<file path="src/rtl/pong_if.sv">
`timescale 1ns/1ps
// pong_if: bundle between the game logic and the VGA renderer.
//   sq_xpos/sq_ypos         : square top-left corner
//   pdl1_xpos/pdl1_ypos     : left paddle top-left corner
//   pdl2_xpos/pdl2_ypos     : right paddle top-left corner
//   hsync/vsync             : active-low sync pulses
//   video_on                : registered pixel lies in the active area
//   red/green/blue          : 4-bit colour per channel
//   frame_tick              : one-cycle pulse at vblank start
// master = game logic side (drives coordinates), slave = renderer side.
interface pong_if;
  logic [9:0] sq_xpos;
  logic [9:0] sq_ypos;
  logic [9:0] pdl1_xpos;
  logic [9:0] pdl1_ypos;
  logic [9:0] pdl2_xpos;
  logic [9:0] pdl2_ypos;
  logic       hsync;
  logic       vsync;
  logic       video_on;
  logic [3:0] red;
  logic [3:0] green;
  logic [3:0] blue;
  logic       frame_tick;

  modport master (
    output sq_xpos, sq_ypos, pdl1_xpos, pdl1_ypos, pdl2_xpos, pdl2_ypos,
    input  hsync, vsync, video_on, red, green, blue, frame_tick
  );

  modport slave (
    input  sq_xpos, sq_ypos, pdl1_xpos, pdl1_ypos, pdl2_xpos, pdl2_ypos,
    output hsync, vsync, video_on, red, green, blue, frame_tick
  );
endinterface

</file>
<file path="src/rtl/pong_renderer.sv">
`timescale 1ns/1ps
// pong_renderer: VGA timing generator and sprite compositor for pong.
// Ports:
//   clk_0 : pixel clock (25 MHz for 640x480@60)
//   rst   : asynchronous, active-high reset
//   bus   : pong_if.slave -- sprite coordinates in, sync/video/RGB/frame_tick out
// The coordinates are copied into shadow registers once per frame at vblank
// start, so a frame is always drawn from one consistent set of positions.
// Every output is registered once from combinational stage-0 values, so all
// outputs lag the counters by one clock and stay aligned with each other.
module pong_renderer #(
  parameter int         H_VIDEO    = 640,
  parameter int         H_FP       = 16,
  parameter int         H_SYNC     = 96,
  parameter int         H_BP       = 48,
  parameter int         V_VIDEO    = 480,
  parameter int         V_FP       = 10,
  parameter int         V_SYNC     = 2,
  parameter int         V_BP       = 33,
  parameter int         SQ_WIDTH   = 16,
  parameter int         PDL_WIDTH  = 12,
  parameter int         PDL_HEIGHT = 96,
  parameter int         NET_X      = 319,
  parameter logic [3:0] NET_COLOR  = 4'h8
) (
  input  logic   clk_0,
  input  logic   rst,
  pong_if.slave  bus
);

  localparam logic [9:0]  H_MAX  = 10'(H_VIDEO + H_FP + H_SYNC + H_BP - 1);
  localparam logic [9:0]  V_MAX  = 10'(V_VIDEO + V_FP + V_SYNC + V_BP - 1);
  localparam logic [9:0]  H_ACT  = 10'(H_VIDEO);
  localparam logic [9:0]  V_ACT  = 10'(V_VIDEO);
  localparam logic [9:0]  HS_BEG = 10'(H_VIDEO + H_FP);
  localparam logic [9:0]  HS_END = 10'(H_VIDEO + H_FP + H_SYNC);
  localparam logic [9:0]  VS_BEG = 10'(V_VIDEO + V_FP);
  localparam logic [9:0]  VS_END = 10'(V_VIDEO + V_FP + V_SYNC);
  localparam logic [9:0]  NET_L  = 10'(NET_X);
  localparam logic [9:0]  NET_R  = 10'(NET_X + 1);
  localparam logic [10:0] SQ_SPAN = 11'(SQ_WIDTH - 1);
  localparam logic [10:0] PW_SPAN = 11'(PDL_WIDTH - 1);
  localparam logic [10:0] PH_SPAN = 11'(PDL_HEIGHT - 1);

  localparam logic [9:0] SQ_X_RST   = 10'd320;
  localparam logic [9:0] SQ_Y_RST   = 10'd240;
  localparam logic [9:0] PDL1_X_RST = 10'd24;
  localparam logic [9:0] PDL1_Y_RST = 10'd191;
  localparam logic [9:0] PDL2_X_RST = 10'd603;
  localparam logic [9:0] PDL2_Y_RST = 10'd191;

  // Inclusive range test done in 11 bits so base+span near 1023 cannot wrap
  // back onto low coordinates.
  function automatic logic in_span(input logic [9:0]  pos,
                                   input logic [9:0]  base,
                                   input logic [10:0] span);
    logic [10:0] p;
    logic [10:0] lo;
    p  = {1'b0, pos};
    lo = {1'b0, base};
    return (p >= lo) && (p <= (lo + span));
  endfunction

  // Square and paddles share full white; the net only shows where no sprite is.
  function automatic logic [3:0] pixel_level(input logic active,
                                             input logic sq_hit,
                                             input logic pdl_hit,
                                             input logic net_hit);
    if (!active)           return 4'h0;
    if (sq_hit || pdl_hit) return 4'hF;
    if (net_hit)           return NET_COLOR;
    return 4'h0;
  endfunction

  logic [9:0] h_cnt_q, h_cnt_d;
  logic [9:0] v_cnt_q, v_cnt_d;
  logic [9:0] sq_x_q, sq_y_q, p1_x_q, p1_y_q, p2_x_q, p2_y_q;
  logic       hsync_q, vsync_q, video_on_q, frame_tick_q;
  logic [3:0] rgb_q;

  always_comb begin
    h_cnt_d = h_cnt_q + 10'd1;
    v_cnt_d = v_cnt_q;
    if (h_cnt_q == H_MAX) begin
      h_cnt_d = 10'd0;
      v_cnt_d = (v_cnt_q == V_MAX) ? 10'd0 : v_cnt_q + 10'd1;
    end
  end

  // ---- stage 0: combinational decode of the counters ----
  logic       active_p0, hs_n_p0, vs_n_p0, snap_p0;
  logic       sq_hit_p0, pdl_hit_p0, net_hit_p0;
  logic [3:0] level_p0;

  assign active_p0  = (h_cnt_q < H_ACT) && (v_cnt_q < V_ACT);
  assign hs_n_p0    = !((h_cnt_q >= HS_BEG) && (h_cnt_q < HS_END));
  assign vs_n_p0    = !((v_cnt_q >= VS_BEG) && (v_cnt_q < VS_END));
  assign snap_p0    = (h_cnt_q == 10'd0) && (v_cnt_q == V_ACT);
  assign sq_hit_p0  = in_span(h_cnt_q, sq_x_q, SQ_SPAN) && in_span(v_cnt_q, sq_y_q, SQ_SPAN);
  assign pdl_hit_p0 = (in_span(h_cnt_q, p1_x_q, PW_SPAN) && in_span(v_cnt_q, p1_y_q, PH_SPAN)) ||
                      (in_span(h_cnt_q, p2_x_q, PW_SPAN) && in_span(v_cnt_q, p2_y_q, PH_SPAN));
  // 16-line dashes: bit 4 of the line number toggles every 16 lines.
  assign net_hit_p0 = ((h_cnt_q == NET_L) || (h_cnt_q == NET_R)) && !v_cnt_q[4];
  assign level_p0   = pixel_level(active_p0, sq_hit_p0, pdl_hit_p0, net_hit_p0);

  always_ff @(posedge clk_0 or posedge rst) begin
    if (rst) begin
      h_cnt_q <= 10'd0;
      v_cnt_q <= 10'd0;
    end else begin
      h_cnt_q <= h_cnt_d;
      v_cnt_q <= v_cnt_d;
    end
  end

  // Shadow copy of the coordinates; the value present on the snapshot
  // cycle itself is the one captured.
  always_ff @(posedge clk_0 or posedge rst) begin
    if (rst) begin
      sq_x_q <= SQ_X_RST;
      sq_y_q <= SQ_Y_RST;
      p1_x_q <= PDL1_X_RST;
      p1_y_q <= PDL1_Y_RST;
      p2_x_q <= PDL2_X_RST;
      p2_y_q <= PDL2_Y_RST;
    end else if (snap_p0) begin
      sq_x_q <= bus.sq_xpos;
      sq_y_q <= bus.sq_ypos;
      p1_x_q <= bus.pdl1_xpos;
      p1_y_q <= bus.pdl1_ypos;
      p2_x_q <= bus.pdl2_xpos;
      p2_y_q <= bus.pdl2_ypos;
    end
  end

  // ---- stage 1: registered outputs ----
  always_ff @(posedge clk_0 or posedge rst) begin
    if (rst) begin
      hsync_q      <= 1'b1;
      vsync_q      <= 1'b1;
      video_on_q   <= 1'b0;
      rgb_q        <= 4'h0;
      frame_tick_q <= 1'b0;
    end else begin
      hsync_q      <= hs_n_p0;
      vsync_q      <= vs_n_p0;
      video_on_q   <= active_p0;
      rgb_q        <= level_p0;
      frame_tick_q <= snap_p0;
    end
  end

  assign bus.hsync      = hsync_q;
  assign bus.vsync      = vsync_q;
  assign bus.video_on   = video_on_q;
  assign bus.red        = rgb_q;
  assign bus.green      = rgb_q;
  assign bus.blue       = rgb_q;
  assign bus.frame_tick = frame_tick_q;

endmodule
</file>
<file path="src/flat_wrapper.sv">
// flat-port wrapper written by rule: the top's interface ports become plain ports
module pong_renderer_flat 
#(
  parameter int         H_VIDEO    = 640,
  parameter int         H_FP       = 16,
  parameter int         H_SYNC     = 96,
  parameter int         H_BP       = 48,
  parameter int         V_VIDEO    = 480,
  parameter int         V_FP       = 10,
  parameter int         V_SYNC     = 2,
  parameter int         V_BP       = 33,
  parameter int         SQ_WIDTH   = 16,
  parameter int         PDL_WIDTH  = 12,
  parameter int         PDL_HEIGHT = 96,
  parameter int         NET_X      = 319,
  parameter logic [3:0] NET_COLOR  = 4'h8
)
  (clk_0, rst, bus_sq_xpos, bus_sq_ypos, bus_pdl1_xpos, bus_pdl1_ypos, bus_pdl2_xpos, bus_pdl2_ypos, bus_hsync, bus_vsync, bus_video_on, bus_red, bus_green, bus_blue, bus_frame_tick);
  pong_if bus_i ();
  input  logic clk_0;
  input  logic rst;
  input wire logic [$bits(bus_i.sq_xpos)-1:0] bus_sq_xpos;
  input wire logic [$bits(bus_i.sq_ypos)-1:0] bus_sq_ypos;
  input wire logic [$bits(bus_i.pdl1_xpos)-1:0] bus_pdl1_xpos;
  input wire logic [$bits(bus_i.pdl1_ypos)-1:0] bus_pdl1_ypos;
  input wire logic [$bits(bus_i.pdl2_xpos)-1:0] bus_pdl2_xpos;
  input wire logic [$bits(bus_i.pdl2_ypos)-1:0] bus_pdl2_ypos;
  output wire logic [$bits(bus_i.hsync)-1:0] bus_hsync;
  output wire logic [$bits(bus_i.vsync)-1:0] bus_vsync;
  output wire logic [$bits(bus_i.video_on)-1:0] bus_video_on;
  output wire logic [$bits(bus_i.red)-1:0] bus_red;
  output wire logic [$bits(bus_i.green)-1:0] bus_green;
  output wire logic [$bits(bus_i.blue)-1:0] bus_blue;
  output wire logic [$bits(bus_i.frame_tick)-1:0] bus_frame_tick;
  assign bus_i.sq_xpos = bus_sq_xpos;
  assign bus_i.sq_ypos = bus_sq_ypos;
  assign bus_i.pdl1_xpos = bus_pdl1_xpos;
  assign bus_i.pdl1_ypos = bus_pdl1_ypos;
  assign bus_i.pdl2_xpos = bus_pdl2_xpos;
  assign bus_i.pdl2_ypos = bus_pdl2_ypos;
  assign bus_hsync = bus_i.hsync;
  assign bus_vsync = bus_i.vsync;
  assign bus_video_on = bus_i.video_on;
  assign bus_red = bus_i.red;
  assign bus_green = bus_i.green;
  assign bus_blue = bus_i.blue;
  assign bus_frame_tick = bus_i.frame_tick;
  pong_renderer #(.H_VIDEO(H_VIDEO), .H_FP(H_FP), .H_SYNC(H_SYNC), .H_BP(H_BP), .V_VIDEO(V_VIDEO), .V_FP(V_FP), .V_SYNC(V_SYNC), .V_BP(V_BP), .SQ_WIDTH(SQ_WIDTH), .PDL_WIDTH(PDL_WIDTH), .PDL_HEIGHT(PDL_HEIGHT), .NET_X(NET_X), .NET_COLOR(NET_COLOR)) u_core (.clk_0(clk_0), .rst(rst), .bus(bus_i));
endmodule
</file>
<file path="config.mk">
export PLATFORM = sky130hd
export DESIGN_NAME = pong_renderer_flat
export DESIGN_NICKNAME = d
export VERILOG_FILES = /design/src/rtl/pong_if.sv /design/src/rtl/pong_renderer.sv /design/src/flat_wrapper.sv
export SDC_FILE = /design/constraint.sdc
export NUM_CORES = 1
export LEC_CHECK = 0
export BUFFER_PORTS_ARGS = -buffer_cell sky130_fd_sc_hd__buf_2
export CORE_UTILIZATION = 55
export CTS_CLUSTER_DIAMETER = 80
export CTS_CLUSTER_SIZE = 14
export DETAILED_ROUTE_END_ITERATION = 10
export PLACE_DENSITY_LB_ADDON = 0.15
export RECOVER_POWER = 50
export SYNTH_ARGS = -nofsm -noshare
export SYNTH_HDL_FRONTEND = slang
export SYNTH_SLANG_ARGS = --single-unit
</file>
<file path="constraint.sdc">
create_clock -name clk_0 -period 4.53 [get_ports clk_0]
set_input_delay 0.6795 -clock clk_0 [delete_from_list [all_inputs] [get_ports clk_0]]
set_output_delay 0.6795 -clock clk_0 [all_outputs]
set_load 0.02 [all_outputs]
</file>
---- Yosys cells after proc, flatten, opt, wreduce, memory -nomap -nowiden ----
Index checks and enable logic that the tools add are counted.
word-level totals
  output and inout port bits .............. 16
  input bits .............................. 62
  bits in registers ....................... 88
  word-level logic and storage cells ...... 78
operators by class
  mux-type cells .......................... 13
  $add $sub $neg .......................... 8
  reductions and logical operators ........ 21
  equality and inequality tests ........... 5
  order comparisons ....................... 18
operator list
  operator                                                                              number
  10-bit by 11-bit <= comparator with 1-bit output                                      6
  10-bit greater-or-equal comparator                                                    6
  10-bit by 4-bit adder with 11-bit output, second input constant                       4
  10-bit by 9-bit equality test with 1-bit output, second input constant                3
  4-bit 2-to-1 mux                                                                      6
  10-bit by 7-bit adder with 11-bit output, second input constant                       2
  10-bit by 1-bit adder with 10-bit output, second input constant                       2
  10-bit equality test, second input constant                                           2
  10-bit less-than comparator, second input constant                                    2
  10-bit by 9-bit less-than comparator with 1-bit output, second input constant         2
  10-bit 2-to-1 mux                                                                     2
  1-bit logical AND                                                                     14
  10-bit greater-or-equal comparator, second input constant                             1
  10-bit by 9-bit greater-or-equal comparator with 1-bit output, second input constant  1
  10-bit zero test                                                                      1
  1-bit 2-to-1 mux                                                                      5
  1-bit zero test                                                                       3
  1-bit logical OR                                                                      3

---- Depth between registers and ports, before layout ----
  depth in word-level cells ............... 13
  depth in mapped cells ................... 13
  mapped depth without buffers ............ 13

---- Least setup slack after synthesis ----
OpenSTA, ideal clock, no wires.
  path type ............................... reg-to-reg
  start ................................... register u_core.p2_y_q[0]
  end ..................................... register u_core.rgb_q[3] (netlist: u_core.bus.blue[3])
  data required time ...................... 4459 ps
  library setup time ...................... 71 ps
  period minus slack after synthesis ...... 2841 ps
  arrival ................................. 2770 ps
  stages on the path, launching flop included .. 14
  buffers on the path ..................... 0
  path slack .............................. 1689 ps
  cells stage by stage .................... dfstp_2 inv_1 ha_1 nor4b_1 nor2_1 o21ai_0 xnor2_1 ha_1 a21o_1 a21oi_1 or3b_2 o211ai_1 o211ai_1 nand4_1
between the ends
  longest elaborated chain between the ends .. 11
  elaborated cells on any way between the ends .. 14
  those cells by class .................... add/sub: 1; order compare: 2; mux: 7; reduce/logical: 4
ends and longest elaborated chain
  element                                           RTL line              RTL
  from (decl)                                       pong_renderer.sv:77   logic [9:0] sq_x_q, sq_y_q, p1_x_q, p1_y_q, p2_x_q, p2_y_q;
  from (signal assigned)                            pong_renderer.sv:132  p2_y_q <= bus.pdl2_ypos;
  10-bit by 7-bit adder with 11-bit output          pong_renderer.sv:61   return (p >= lo) && (p <= (lo + span));
  10-bit by 11-bit <= comparator with 1-bit output  pong_renderer.sv:61
  1-bit logical AND (*)                             pong_renderer.sv:61
  1-bit logical AND (*)                             pong_renderer.sv:101  (in_span(h_cnt_q, p2_x_q, PW_SPAN) && in_span(v_cnt_q, p2_y_q, PH_SPAN));
  1-bit logical OR (*)                              pong_renderer.sv:100  assign pdl_hit_p0 = (in_span(h_cnt_q, p1_x_q, PW_SPAN) && in_span(v_cnt_q, p1_y_q, PH_SPAN)) ||
  1-bit logical OR (*)                              pong_renderer.sv:70   if (sq_hit || pdl_hit) return 4'hF;
  4-bit 2-to-1 mux                                  pong_renderer.sv:70
  4-bit 2-to-1 mux                                  pong_renderer.sv:71   if (net_hit) return NET_COLOR;
  4-bit 2-to-1 mux                                  pong_renderer.sv:72   return 4'h0;
  4-bit 2-to-1 mux (*)                              pong_renderer.sv:71
  4-bit 2-to-1 mux (*)                              pong_renderer.sv:70
  net u_core.level_p0[3]                            pong_renderer.sv:93   logic [3:0] level_p0;
  to (signal assigned)                              pong_renderer.sv:148  rgb_q <= level_p0;
  to (decl)                                         pong_renderer.sv:79   logic [3:0] rgb_q;
The timed path passes the listed nets; every way through them passes the cells marked *. The select of a mux whose other input is x is not followed.
A chain may end at the register's enable or synchronous reset.

---- Worst setup path after layout ----
  start ................................... register u_core.p2_x_q[0]
  end ..................................... register u_core.rgb_q[3] (netlist: u_core.bus.blue[3])
between the ends
  longest elaborated chain between the ends .. 11
  elaborated cells on any way between the ends .. 14
  those cells by class .................... add/sub: 1; order compare: 2; mux: 7; reduce/logical: 4
ends and longest elaborated chain
  element                                           RTL line              RTL
  from (decl)                                       pong_renderer.sv:77
  from (signal assigned)                            pong_renderer.sv:131  p2_x_q <= bus.pdl2_xpos;
  10-bit by 4-bit adder with 11-bit output          pong_renderer.sv:61
  10-bit by 11-bit <= comparator with 1-bit output  pong_renderer.sv:61
  1-bit logical AND (*)                             pong_renderer.sv:61
  1-bit logical AND (*)                             pong_renderer.sv:101
  1-bit logical OR (*)                              pong_renderer.sv:100
  1-bit logical OR (*)                              pong_renderer.sv:70
  4-bit 2-to-1 mux                                  pong_renderer.sv:70
  4-bit 2-to-1 mux                                  pong_renderer.sv:71
  4-bit 2-to-1 mux                                  pong_renderer.sv:72
  4-bit 2-to-1 mux (*)                              pong_renderer.sv:71
  4-bit 2-to-1 mux (*)                              pong_renderer.sv:70
  net u_core.level_p0[3]                            pong_renderer.sv:93
Marked as above.

==> results.md <==
* Post-DP HPWL at 13090 um
* Worst-path clk slew at 0.07 ns
* Sw Ratio at 20.86%
* DRC violations left at 0
* Post-Route WL at 16940 um
* Site Rows at 41
* Post-Synth Adder-Cell Area at 22.86%
* Combinational Power Share at 2.5%
* Die H at 116.2 um
* Async SR Flop Fraction at 100.0%
* Final Setup Violations at 0
* Synthesized area at 7171 um^2
* P&R area growth vs syn at 10.26%
* Reg2Reg Depth at 13
* Leak pwr at 4.113 nW
* Placed Cells at 1017
* Full die area at 13500 um^2
* Yosys warns at 0
* Hold Path Stages at 3
* Total gr overflow at 0
* Share of layout cells above drive strength 1 at 15.80%
* Compound-Gate Fraction of Synth Area at 17.83%
* Worst r2r src: u_core.p2_x_q[0]$_DFFE_PP1P_
* Vias in the first global route at 5841
* Synth top area cells: ha_1 (23%), dfrtp_1 (20%), dfstp_2 (11%), xnor2_1 (6.2%), nand2_1 (4.8%)
* Mux contribution to synthesized area at 0%
* Main synth FF type: dfrtp_1
* Num CTS Buffers at 9
* Failing checks: max-capacitance violations, max-slew violations
* Clock Sinks at 86
* Worst Path Arrival at 3.64 ns
* Clk pwr share at 50.1%
* GRT Resource Usage Total at 26.93%
* Max-cap violations at 2
* Slowest stage delay, CP at 0.53 ns
* Post-synthesis sequential area ratio at 30.54%
* Mean Syn Cell Area at 9.042 um^2
* Gpl congestion at 0.9198
* Leading area contributor after synthesis: ha_1
* Fin crit share at 74.14%
* IO buf count at 77
* CTS resizes at 0
* Clock Skew at 0.005031 ns
* Largest vdd supply drop at 254.8 uV
* Int Power at 1.284 mW
* Cell breakdown of the critical path: inv_1, ha_1, nor2b_1, o211ai_1, nor3_1, xnor2_1, ha_1, a21o_1, a211oi_1, o221ai_1, a221oi_1, o211ai_1, nand4_1
* CP max-delay cell: dfstp_2
* Vias/cell at 5.722
* Max-slew violation count at 89
* Worst Path Max Fanout at 4
* Outcome: finished, violations left
* Fillers at 1124
* Max frequency at 297.7 MHz
* Commonest non-fill, non-tap cell in the layout: ha_1
* Core ar. at 12670 um^2
* Initial core utilization at 56.59%
* Switching power at 0.3386 mW
* Initial DRC Count at 303
* Number of antenna violations at the first check in global routing at 0
* WP data required at 4.81 ns
* Fin cells at 1033
* Number of synthesized flops with an enable pin at 0
* Number of synthesized register bits at 86
* Synth Instances at 793
* Clock root buffer: clkbuf_16
* H-tree levels at 3
* Layout Nets at 1049
* TNS Setup at 0 ns
* Simple-gate share of the synthesized area at 14.87%
* Hold wc startpoint: bus_pdl2_xpos[6]
* Hold Path Class: in2reg
* CTS tree: built
* Sink of the worst hold path: u_core.p2_x_q[6]$_DFFE_PP1P_
* Unique masters post-synth at 54
* Iteration count of the initial detailed-routing pass at 5
* Largest net degree at the start of global routing at 72
* Post-DRT Antenna Nets at 0
* Largest family of logic cells by synthesized area: adder cells
* Xor/xnor share of the synthesized area at 7.206%
* RSZ-0062 raised after global routing: false
* Final Critical Period at 3.359 ns
* Reg2reg end: u_core.bus.blue[3]$_DFF_PP0_
* Setup Fix Bufs, Post-CTS at 0
* Clk_lat worst skew at 0.35 ns
* Relative slew margins at -55.32%
* DR vias at 5911
* Share of power burned in registers at 47.4%
* Die Wd at 116.2 um
* Final hold vios at 0
* Critical path type: reg2reg
* R2R setup slack at 1.17 ns
* Maximum root-to-sink buffer count at 2
* PwrDens at 205.3 nW/um^2
* Most frequent cells in the layout: ha_1 (131), nand2_1 (92), buf_2 (74), inv_1 (69), o21ai_1 (59)
* Diodes inserted at 0
* Worst-margin pin slew at 2.317 ns
* First-pass GRT wire length at 28090 um
* Top cell type's share of synthesized area at 22.86%
* Hold_buf cts at 0
* CP Launch Type: flop
* I/O pin count at 78
* Routed WL per cell at 16.40 um
* Synthesized net count at 986
* Crit. End Element: flop
[area by class of cell]
type,count,area [um^2],area share [%]
clock buffers,10,239.0,3.023
clock inverters,6,85.08,1.076
inverters,70,264.0,3.339
multi-input cells,608,4506,56.99
flip-flops and latches,86,2190,27.69
well taps,172,215.2,2.722
repair buffers,81,407.9,5.159
[flip-flops by register name (all words and copies together), names as in the netlist, 2 cells and up]
signal,flops
u_core.sq_x_q,10
u_core.p2_x_q,10
u_core.bus.blue,2
u_core.v_cnt_q,10
u_core.p1_x_q,10
u_core.sq_y_q,10
u_core.p1_y_q,10
u_core.p2_y_q,10
u_core.h_cnt_q,10
[power groups by stage]
stage          combinational, mW  clock, mW  sequential, mW
6_report                  0.0404      0.813           0.769
5_1_grt                   0.0464      0.864           0.769
4_1_cts                   0.0425      0.827           0.769
3_5_place_dp              0.0423          0           0.783
3_3_place_gp              0.0411          0           0.783
2_1_floorplan             0.0115          0           0.783
[worst max-delay path: cells and delay by family, from the launching register on]
family,cells,cell delay [ns]
simple gates,3,0.60
xor+xnor,1,0.18
compound gates,6,1.40
flops,1,0.53
buf+inv,1,0.08
fa+ha+maj,2,0.53
[how the worst max path moves through the flow]
stage                                  from                      endpoint  slack [ns]  cells past startpoint
6_report       u_core.p2_x_q[0]$_DFFE_PP1P_  u_core.bus.blue[3]$_DFF_PP0_        1.17                     13
5_1_grt                                 rst  u_core.p2_y_q[9]$_DFFE_PP0P_        0.54                      3
4_1_cts        u_core.p2_x_q[0]$_DFFE_PP1P_  u_core.bus.blue[3]$_DFF_PP0_        1.20                     13
3_5_place_dp   u_core.p2_x_q[0]$_DFFE_PP1P_  u_core.bus.blue[3]$_DFF_PP0_        1.22                     13
3_3_place_gp   u_core.p2_x_q[0]$_DFFE_PP1P_  u_core.bus.blue[3]$_DFF_PP0_        1.44                     13
2_1_floorplan                           rst  u_core.bus.blue[2]$_DFF_PP0_        1.68                      1
[Yosys cell counts, drive strengths merged, types with 5 or more instances]
cell and n:
a2111oi 5, a211oi 9, a21o 15, a21oi 32
and3 5, buf 26, dfrtp 56, dfstp 30
ha 131, inv 70, nand2 92, nand3 21
nand3b 5, nand4 19, nor2 25, nor2b 8
nor3 17, o211ai 13, o21a 20, o21ai 79
o221ai 5, xnor2 51, xor2 8
[metrics by stage]
step                      hold slack (ns)  total power [mW]  utilization, %  instance area [um^2]  setup slack [ns]
after floorplan                    0.4740            0.7940               -                  7171             1.678
after global placement             0.4887            0.8237           59.90                  7590             1.439
after detailed placement           0.5153            0.8248           59.90                  7590             1.219
after CTS                          0.5136             1.638           62.46                  7914             1.199
after global routing               0.5220             1.679           62.40                  7906            0.5355
final                              0.5210             1.623           62.40                  7906             1.171
[per-layer routing]
| metal | vias to the layer above | wire, um | part of all wire, % | global-route usage (%) |
|---|---|---|---|---|
| met5 | - | 0 | 0 | 0 |
| met4 | 0 | 244 | 1.4 | 7.949 |
| met3 | 21 | 643 | 3.8 | 5.605 |
| met2 | 137 | 8222 | 49 | 46.55 |
| met1 | 2784 | 7828 | 46 | 33.86 |
| li1 | 2969 | - | - | - |
[kinds of logic (layout without fill, tap and decap cells)]
group                    after synthesis  count (layout)
buffers and inverters                 99             167
AO/OA/AOI/OAI                        202             202
XOR/XNOR                              59              59
adder cells (fa/ha/maj)              131             131
flip-flops                            86              86
AND/OR/NAND/NOR                      216             216
No activity file was read; power rests on OpenSTA's default activity.
